<file path="config.mk">
export PLATFORM = sky130hd
export DESIGN_NAME = movegen_sequencer
export DESIGN_NICKNAME = d
export VERILOG_FILES = /design/src/rtl/movegen_pkg.sv /design/src/rtl/movegen_lsb64.sv /design/src/rtl/movegen_sequencer.sv
export SDC_FILE = /design/constraint.sdc
export NUM_CORES = 1
export LEC_CHECK = 0
export ABC_AREA = 1
export BUFFER_PORTS_ARGS = -buffer_cell sky130_fd_sc_hd__buf_2
export CAP_MARGIN = 10
export CORE_ASPECT_RATIO = 1.1
export CORE_MARGIN = 4
export CORE_UTILIZATION = 30
export DETAILED_ROUTE_END_ITERATION = 10
export GPL_TIMING_DRIVEN = 0
export PLACE_DENSITY = 0.58
export SLEW_MARGIN = 25
export SYNTH_ARGS = -nofsm -noshare
export SYNTH_HDL_FRONTEND = slang
export SYNTH_SLANG_ARGS = --single-unit
</file>
<file path="constraint.sdc">
create_clock -name clk -period 6.8 [get_ports clk]
set_input_delay 0.68 -clock clk [delete_from_list [all_inputs] [get_ports clk]]
set_output_delay 0.68 -clock clk [all_outputs]
set_load 0.05 [all_outputs]
</file>
<file path="src/rtl/movegen_pkg.sv">
// Shared types and piece encodings for the move-generation sequencer and its helpers.
package movegen_pkg;

    localparam logic [2:0] PC_EMPTY = 3'd0;
    localparam logic [2:0] PC_K     = 3'd1;
    localparam logic [2:0] PC_Q     = 3'd2;
    localparam logic [2:0] PC_R     = 3'd3;
    localparam logic [2:0] PC_B     = 3'd4;
    localparam logic [2:0] PC_N     = 3'd5;
    localparam logic [2:0] PC_P     = 3'd6;
    localparam int unsigned COLOUR_BIT = 3;

    typedef logic [5:0]  sq_idx_t;
    typedef logic [63:0] board_vec_t;

    typedef enum logic [2:0] {
        StIdle,
        StLoad,
        StScan,
        StSettle,
        StDrain,
        StDone
    } state_e;

endpackage

</file>
<file path="src/rtl/movegen_lsb64.sv">
// Combinational lowest-set-bit encoder: 64-bit vector to 6-bit index plus any-set flag.
module movegen_lsb64
    import movegen_pkg::*;
(
    input  board_vec_t i_vec,
    output sq_idx_t    o_idx,
    output logic       o_any
);

    // Scan high to low so the lowest set bit is the last one written.
    always_comb begin
        o_idx = '0;
        for (int i = 63; i >= 0; i--) begin
            if (i_vec[i]) o_idx = sq_idx_t'(i);
        end
    end

    assign o_any = |i_vec;

endmodule

</file>
<file path="src/rtl/movegen_sequencer.sv">
// Loads a position into the 64-square movegen array, strobes each own piece in turn and
// streams the resulting (from,to) pairs to the move list.
module movegen_sequencer
    import movegen_pkg::*;
#(
    parameter int unsigned SETTLE_CYCLES = 2,
    parameter int unsigned COUNT_W       = 8
) (
    input  logic               clk,
    input  logic               rst_n,
    input  logic               i_start,
    input  logic               i_wtp,
    input  logic [3:0]         i_castle_rights,
    input  logic               i_sq_valid,
    input  logic [3:0]         i_sq_data,
    output logic               o_sq_ready,
    output logic               o_pos_valid,
    output logic [3:0]         o_pos_data,
    output logic               o_wtp,
    output logic [3:0]         o_castle_rights,
    output board_vec_t         o_emit,
    input  board_vec_t         i_target,
    output logic               o_move_valid,
    input  logic               i_move_ready,
    output sq_idx_t            o_move_from,
    output sq_idx_t            o_move_to,
    output logic               o_busy,
    output logic               o_done,
    output logic [COUNT_W-1:0] o_move_count
);

    localparam int unsigned SettleW = (SETTLE_CYCLES > 1) ? $clog2(SETTLE_CYCLES) : 1;

    state_e               state_q, state_d;
    logic                 wtp_q, wtp_d;
    logic [3:0]           castle_q, castle_d;
    board_vec_t           own_q, own_d;
    board_vec_t           tgt_q, tgt_d;
    sq_idx_t              sq_cnt_q, sq_cnt_d;
    sq_idx_t              src_q, src_d;
    logic [SettleW-1:0]   settle_q, settle_d;
    logic [COUNT_W-1:0]   count_q, count_d;

    logic                 beat;
    logic                 drain;
    sq_idx_t              lsb_idx;
    logic                 lsb_any;

    movegen_lsb64 u_lsb (
        .i_vec (tgt_q),
        .o_idx (lsb_idx),
        .o_any (lsb_any)
    );

    always_ff @(posedge clk or negedge rst_n) begin
        if (!rst_n) begin
            state_q  <= StIdle;
            wtp_q    <= 1'b0;
            castle_q <= '0;
            own_q    <= '0;
            tgt_q    <= '0;
            sq_cnt_q <= '0;
            src_q    <= '0;
            settle_q <= '0;
            count_q  <= '0;
        end else begin
            state_q  <= state_d;
            wtp_q    <= wtp_d;
            castle_q <= castle_d;
            own_q    <= own_d;
            tgt_q    <= tgt_d;
            sq_cnt_q <= sq_cnt_d;
            src_q    <= src_d;
            settle_q <= settle_d;
            count_q  <= count_d;
        end
    end

    always_comb begin
        state_d  = state_q;
        wtp_d    = wtp_q;
        castle_d = castle_q;
        own_d    = own_q;
        tgt_d    = tgt_q;
        sq_cnt_d = sq_cnt_q;
        src_d    = src_q;
        settle_d = settle_q;
        count_d  = count_q;
        beat     = 1'b0;

        unique case (state_q)
            StIdle: begin
                if (i_start) begin
                    state_d  = StLoad;
                    wtp_d    = i_wtp;
                    castle_d = i_castle_rights;
                    count_d  = '0;
                    sq_cnt_d = '0;
                    own_d    = '0;
                    src_d    = '0;
                end
            end
            StLoad: begin
                if (i_sq_valid) begin
                    beat = 1'b1;
                    // First nibble shifts furthest down the chain, ending in square 63.
                    if (i_sq_data[2:0] != PC_EMPTY && i_sq_data[COLOUR_BIT] == wtp_q) begin
                        own_d[6'd63 - sq_cnt_q] = 1'b1;
                    end
                    sq_cnt_d = sq_cnt_q + 6'd1;
                    if (sq_cnt_q == 6'd63) begin
                        state_d = StScan;
                        src_d   = '0;
                    end
                end
            end
            StScan: begin
                if (own_q[src_q]) begin
                    state_d  = StSettle;
                    settle_d = '0;
                end else if (src_q == 6'd63) begin
                    state_d = StDone;
                end else begin
                    src_d = src_q + 6'd1;
                end
            end
            StSettle: begin
                if (settle_q == SettleW'(SETTLE_CYCLES - 1)) begin
                    tgt_d   = i_target;
                    state_d = StDrain;
                end else begin
                    settle_d = settle_q + 1'b1;
                end
            end
            StDrain: begin
                if (lsb_any) begin
                    if (i_move_ready) begin
                        tgt_d[lsb_idx] = 1'b0;
                        if (count_q != '1) count_d = count_q + 1'b1;
                    end
                end else if (src_q == 6'd63) begin
                    state_d = StDone;
                end else begin
                    src_d   = src_q + 6'd1;
                    state_d = StScan;
                end
            end
            StDone: begin
                state_d = StIdle;
            end
            default: begin
                state_d = StIdle;
            end
        endcase
    end

    assign drain           = (state_q == StDrain);
    assign o_sq_ready      = (state_q == StLoad);
    assign o_pos_valid     = beat;
    assign o_pos_data      = beat ? i_sq_data : 4'd0;
    assign o_wtp           = wtp_q;
    assign o_castle_rights = castle_q;
    assign o_emit          = (state_q == StSettle) ? (board_vec_t'(1) << src_q) : '0;
    assign o_move_valid    = drain & lsb_any;
    assign o_move_from     = drain ? src_q : '0;
    assign o_move_to       = drain ? lsb_idx : '0;
    assign o_busy          = (state_q != StIdle);
    assign o_done          = (state_q == StDone);
    assign o_move_count    = count_q;

endmodule

</file>
# [Word-level counts from Yosys, hierarchy flattened]
# Index checks and enable logic that the tools add are counted.
[word_totals] regBits=157 output_inout_bits=98
[classes] addsub=5 order_cmp=5 n_eq_ne=21 shifts=1 mux=110 bitwise_logic=4 n_reduce_logical=20
[ops] operator="$mux W64" n=7
[ops] operator="$mux W6" n=73
[ops] operator="$pmux W64 S2" n=2
[ops] operator="$and A64 B64 Y64" n=1
[ops] operator="$not A64 Y64" n=1
[ops] operator="$or A64 B64 Y64" n=1
[ops] operator="$reduce_or A64 Y1" n=1
[ops] operator="$shl A1 B6 Y64 const A" n=1
[ops] operator="$mux W8" n=4
[ops] operator="$mux W3" n=8
[ops] operator="$pmux W6 S4" n=1
[ops] operator="$lt A6 B7 Y1 const B" n=3
[ops] operator="$pmux W8 S2" n=1
[ops] operator="$pmux W3 S5" n=1
[ops] operator="$ne A2 B2 Y1 const B" n=7
[ops] operator="$add A6 B1 Y6 const B" n=2
[ops] operator="$demux W1 S6" n=2
[ops] operator="$eq A6 B6 Y1 const B" n=2
[ops] operator="$ge A6 B1 Y1 const B" n=2
[ops] operator="$pmux W6 S2" n=1
[ops] operator="$reduce_and A6 Y1" n=2
[ops] operator="$add A8 B1 Y8 const B" n=1
[ops] operator="$ne A2 B1 Y1 const B" n=4
[ops] operator="$ne A8 B8 Y1 const B" n=1
[ops] operator="21 further kinds" n=37

# [Longest topological paths before layout]
[logic_depth] ltp_word=73 mapped_depth=68 mapped_depth_nobuf=67

# [Modules after synthesis]
# A second synthesis with hierarchy kept.
[hier_totals] cells_unflattened=1392 hier_area_um2=9560.4
[by_module_without_submodules] mod="movegen_sequencer" instances=1 cells_each=1157 area_each_um2=8535.7 seq_area_each_um2=3928.8
[by_module_without_submodules] mod="movegen_lsb64" instances=1 cells_each=235 area_each_um2=1024.7 seq_area_each_um2=0.0

# [Least setup slack after synthesis]
# OpenSTA, ideal clock, no wires.
[synth_path] path_type="register -> output" from="register tgt_q[62]" to="output o_move_to[0]" arrival_time_ps=3962 setup_slack_ps=2158 stages_incl_launch_ff=67 path_cell_list="dfrtp_1 -> inv_1 -> nand2_1 -> nand2_1 -> nand2_1 -> nand2_1 -> nand2_1 -> nand2_1 -> nand2_1 -> nand2_1 -> nand2_1 -> nand2_1 -> nand2_1 -> nand2_1 -> nand2_1 -> nand2_1 -> nand2_1 -> nand2_1 -> [... 31 more ...] -> nand2_1 -> nand2_1 -> nand2_1 -> nand2_1 -> nand2_1 -> nand2_1 -> nand2_1 -> nand2_1 -> nand2_1 -> nand2_1 -> nand2_1 -> nand2_1 -> nand2_1 -> nand2_2 -> nand2_4 -> nand2_4 -> buf_6 -> nor2_1"
[synth_between] elab_chain_len=64
[synth_rtl] element="from (decl)" line="movegen_sequencer.sv:38" rtl="board_vec_t tgt_q, tgt_d;"
[synth_rtl] element="from (signal assigned)" line="movegen_sequencer.sv:71" rtl="tgt_q <= tgt_d;"
[synth_rtl] element="$mux W6 (63 in a row)" line="movegen_lsb64.sv:14" rtl="if (i_vec[i]) o_idx = sq_idx_t'(i);"
[synth_rtl] element="$mux W6" line="movegen_sequencer.sv:166" rtl="assign o_move_to = drain ? lsb_idx : '0;"
[synth_rtl] element="to (decl)" line="movegen_sequencer.sv:26" rtl="output sq_idx_t o_move_to,"
# Every way passes these cells.

# [Worst setup path in the final report]
# Ends and elaborated chain as after synthesis.

==> results by group <==
Cells and area
  – Nets: roughly 1700
  – Share of cells above drive strength 1: around 15%
  – P&R area growth vs syn: 21.7%
  – Ant. Diodes: 0
  – Final Instance Count excl. Fillers: between 2000 and 2500
  – Final Util: a little under two fifths

STA
  – Final Setup Violations: 0
  – Fin Setup TNS: 0 ps
  – Fmax: between 0.15 and 0.2 GHz
  – Min Hold Slack: about 230 ps
  – Unrepaired setup endpoints after global routing: no
  – Final Hold Vio Count: 0
  – Slew at the pin closest to its max-slew limit: around 990 ps
  – Clock Skew: 10.6 ps
  – Relative slew slack: between 30% and 40%
  – Slew Viols, Final: 0
  – Final Cycle Share: 80.9%
  – Minimum clock period: 5500 ps

Yosys
  – Synth top area share: 40.1%
  – Top cells by area, synth: dfrtp_1 40%, nor2_1 13%, a21oi_1 11%, nand2_1 9.8%, inv_1 6.0%
  – Yosys top cell by area: dfrtp_1
  – Cell Area, Synth: 9800 um^2
  – Synthesized instance count: 1465
  – Sequential share of the synthesized area: 40.1%
  – Synth Net Count: between 1500 and 2000
  – Prevailing post-synth register cell: dfrtp_1
  – Post-synth cell types: 37
  – Yosys reg bits: about 160
  – Number of flops mapped to enable cells by yosys: 0
  – Fraction of registers with async set/reset: 100%
  – Synth Area per Inst: 6.69 um^2
  – Yosys warns: 0

Outcome
  – Status: complete, no violations

Clock tree
  – Post-CTS resize count: 0
  – Post-CTS Setup Bufs: 0
  – CTS tree: done
  – Post-CTS Hold Fix Bufs: 0
  – Max Buffers Root-to-Sink: 2
  – Num CTS Buffers: 17
  – Clk_lat worst skew: around 450 ps
  – Clk pin slew, worst setup/hold paths: roughly 70 ps
  – Clk root buf: clkbuf_16
  – Clock sink count: about 160
  – CTS H-tree lvls: 4

Setup path
  – Setup crit start kind: flip-flop
  – Crit path top cell by count: nand2_1
  – Req. time, crit path: 6120 ps
  – Worst reg2reg setup slack: 2470 ps
  – Worst setup path start: tgt_q[62]
  – CP endpoint kind: primary output
  – Crit-path slowest cell: dfrtp_1
  – R2R depth: 36
  – Critical Path AT: between 4000 and 5000 ps
  – Reg-to-Reg End: tgt_q[51]
  – CP peak stage delay: 390 ps
  – Reg2reg start: tgt_q[63]
  – Crit Path Category: reg -> out
  – Critical path fanouts, max: 10

Placed design
  – Port Buf Inserts: between 150 and 200
  – Placed insts: 2069
  – HPWL Detailed: 24900 um
  – Routability cong.: about 0.90

Global routing
  – Vias in the first global route: about 10000
  – First-pass GRT wire length: 52000 um
  – Initial antenna violation count: 0
  – Grt ovf: 0
  – Gr usage total: a little under a fifth
  – Pin count of the biggest net entering global routing: 84

Die
  – Die Y: roughly 200 um
  – Initial core utilization: between 30 and 40%
  – Die width: 180 um
  – Core area: around 32000 um^2
  – Total die area: ~36000 um^2
  – Io pins: ~180
  – Rows: 69

Power
  – PD cells: 371 nW/um^2
  – Worst VDD drop: about 0.00018 V
  – Leak Pwr: approximately 5.5 nW

Routing
  – Routed Antenna Nets: 0
  – Avg WL per Cell: roughly 16 um
  – Via density: approximately 5
  – Pre-Repair DR Iteration Count: 6
  – Final wirelength: ~33000 um
  – Vias: 10399
  – Initial DRC Count: 719
  – DRC: 0

Hold path
  – Hold Crit Class: in -> async

Flow run
  – Max_cap viols: 0
synth_stat cells, types with 2 or more instances:
cell        n
nor4_1     12
a221o_1     2
a21boi_0    3
inv_1     156
nand3_1    78
or2_2       2
dfrtp_1   157
clkinv_1    3
nor3_1     20
clkbuf_1   62
o22ai_1     2
ha_1        8
buf_1      10
nand4_1    38
o21ai_0    58
a21oi_2    29
buf_6       5
o311ai_0    2
nand2_1   255
o31ai_1     2
a31oi_1     4
a21oi_1   207
nand2_4     2
nor2_1    335
cell usage in the layout (no fill, tap or decap), types with 4 or more instances in the layout:
master / count
dfrtp_1: 157
nor4_1: 6
a21oi_2: 29
buf_6: 5
buf_2: 176
ha_1: 8
nand4_1: 38
a21oi_1: 207
inv_1: 156
clkbuf_1: 62
clkbuf_16: 17
o21ai_0: 58
nor4_2: 6
nand3_1: 78
buf_1: 10
a31oi_1: 4
inv_6: 7
nor2_1: 335
nor3_1: 18
nand2_1: 255
critical path: cells and delay by family (launching register included):
kind	cells	cell delay (ps)
and+or+nand+nor	64	3430
DFF	1	390
buffers and inverters	3	540
kinds of logic (layout without fill, tap and decap cells):
| family | Yosys count | in the layout | share of synthesized area, % |
|---|---|---|---|
| flops | 157 | 157 | 40.1 |
| compound gates | 316 | 316 | 17.9 |
| simple gates | 745 | 745 | 31.4 |
| fa+ha+maj | 8 | 8 | 1.02 |
| xor+xnor | 1 | 1 | 0.0894 |
| buf+inv | 238 | 448 | 9.54 |
through the flow:
| step | total power, mW | worst slack [ps] | area [um^2] |
|---|---|---|---|
| 2_1_floorplan | 2.80 | 2160 | 9800 |
| 3_3_place_gp | 3.34 | 1740 | 11200 |
| 3_5_place_dp | 3.39 | 1800 | 11300 |
| 4_1_cts | 4.43 | 1300 | 11900 |
| 5_1_grt | 4.75 | 624 | 11900 |
| 6_report | 4.42 | 1300 | 11900 |
sequential cells by signal (all words and copies together) (netlist names):
name             cells
tgt_q               64
o_move_count         8
o_castle_rights      4
sq_cnt_q             6
src_q                6
settle_q             1
o_wtp                1
state_q              3
own_q               64
cell type report:
class,instances,area [um^2]
Clock buffer,17,425
Clock inverter,15,195
Fill cell,3504,20400
Buffer,78,334
Tap cell,426,533
Inverter,160,601
Timing Repair Buffer,178,923
Sequential cell,157,3930
Multi-Input combinational cell,1070,4980
routing by layer:
layer | wire [um] | track usage, % | share of wire [%] | vias up
li1 | - | - | - | 5137
met1 | 13700 | 22.3 | 41 | 4874
met2 | 16600 | 31.5 | 50 | 322
met3 | 1690 | 3.04 | 5.1 | 66
met4 | 1100 | 7.20 | 3.3 | 0
met5 | 0 | 0 | 0 | -
power breakdown:
group	leakage (nW)	internal, mW	total [mW]	switching [mW]
sequential	1.98	1.18	1.37	0.184
combinational	3.21	0.585	2.02	1.44
clock	0.310	0.592	1.04	0.444
total	5.50	2.36	4.42	2.07
worst max path at each step:
stage / end
2_1_floorplan: o_move_to[0]
3_3_place_gp: o_move_to[0]
3_5_place_dp: o_move_to[0]
4_1_cts: o_move_to[0]
5_1_grt: o_move_to[0]
6_report: o_move_to[0]
Note: power is estimated with default switching activity, not from simulation.
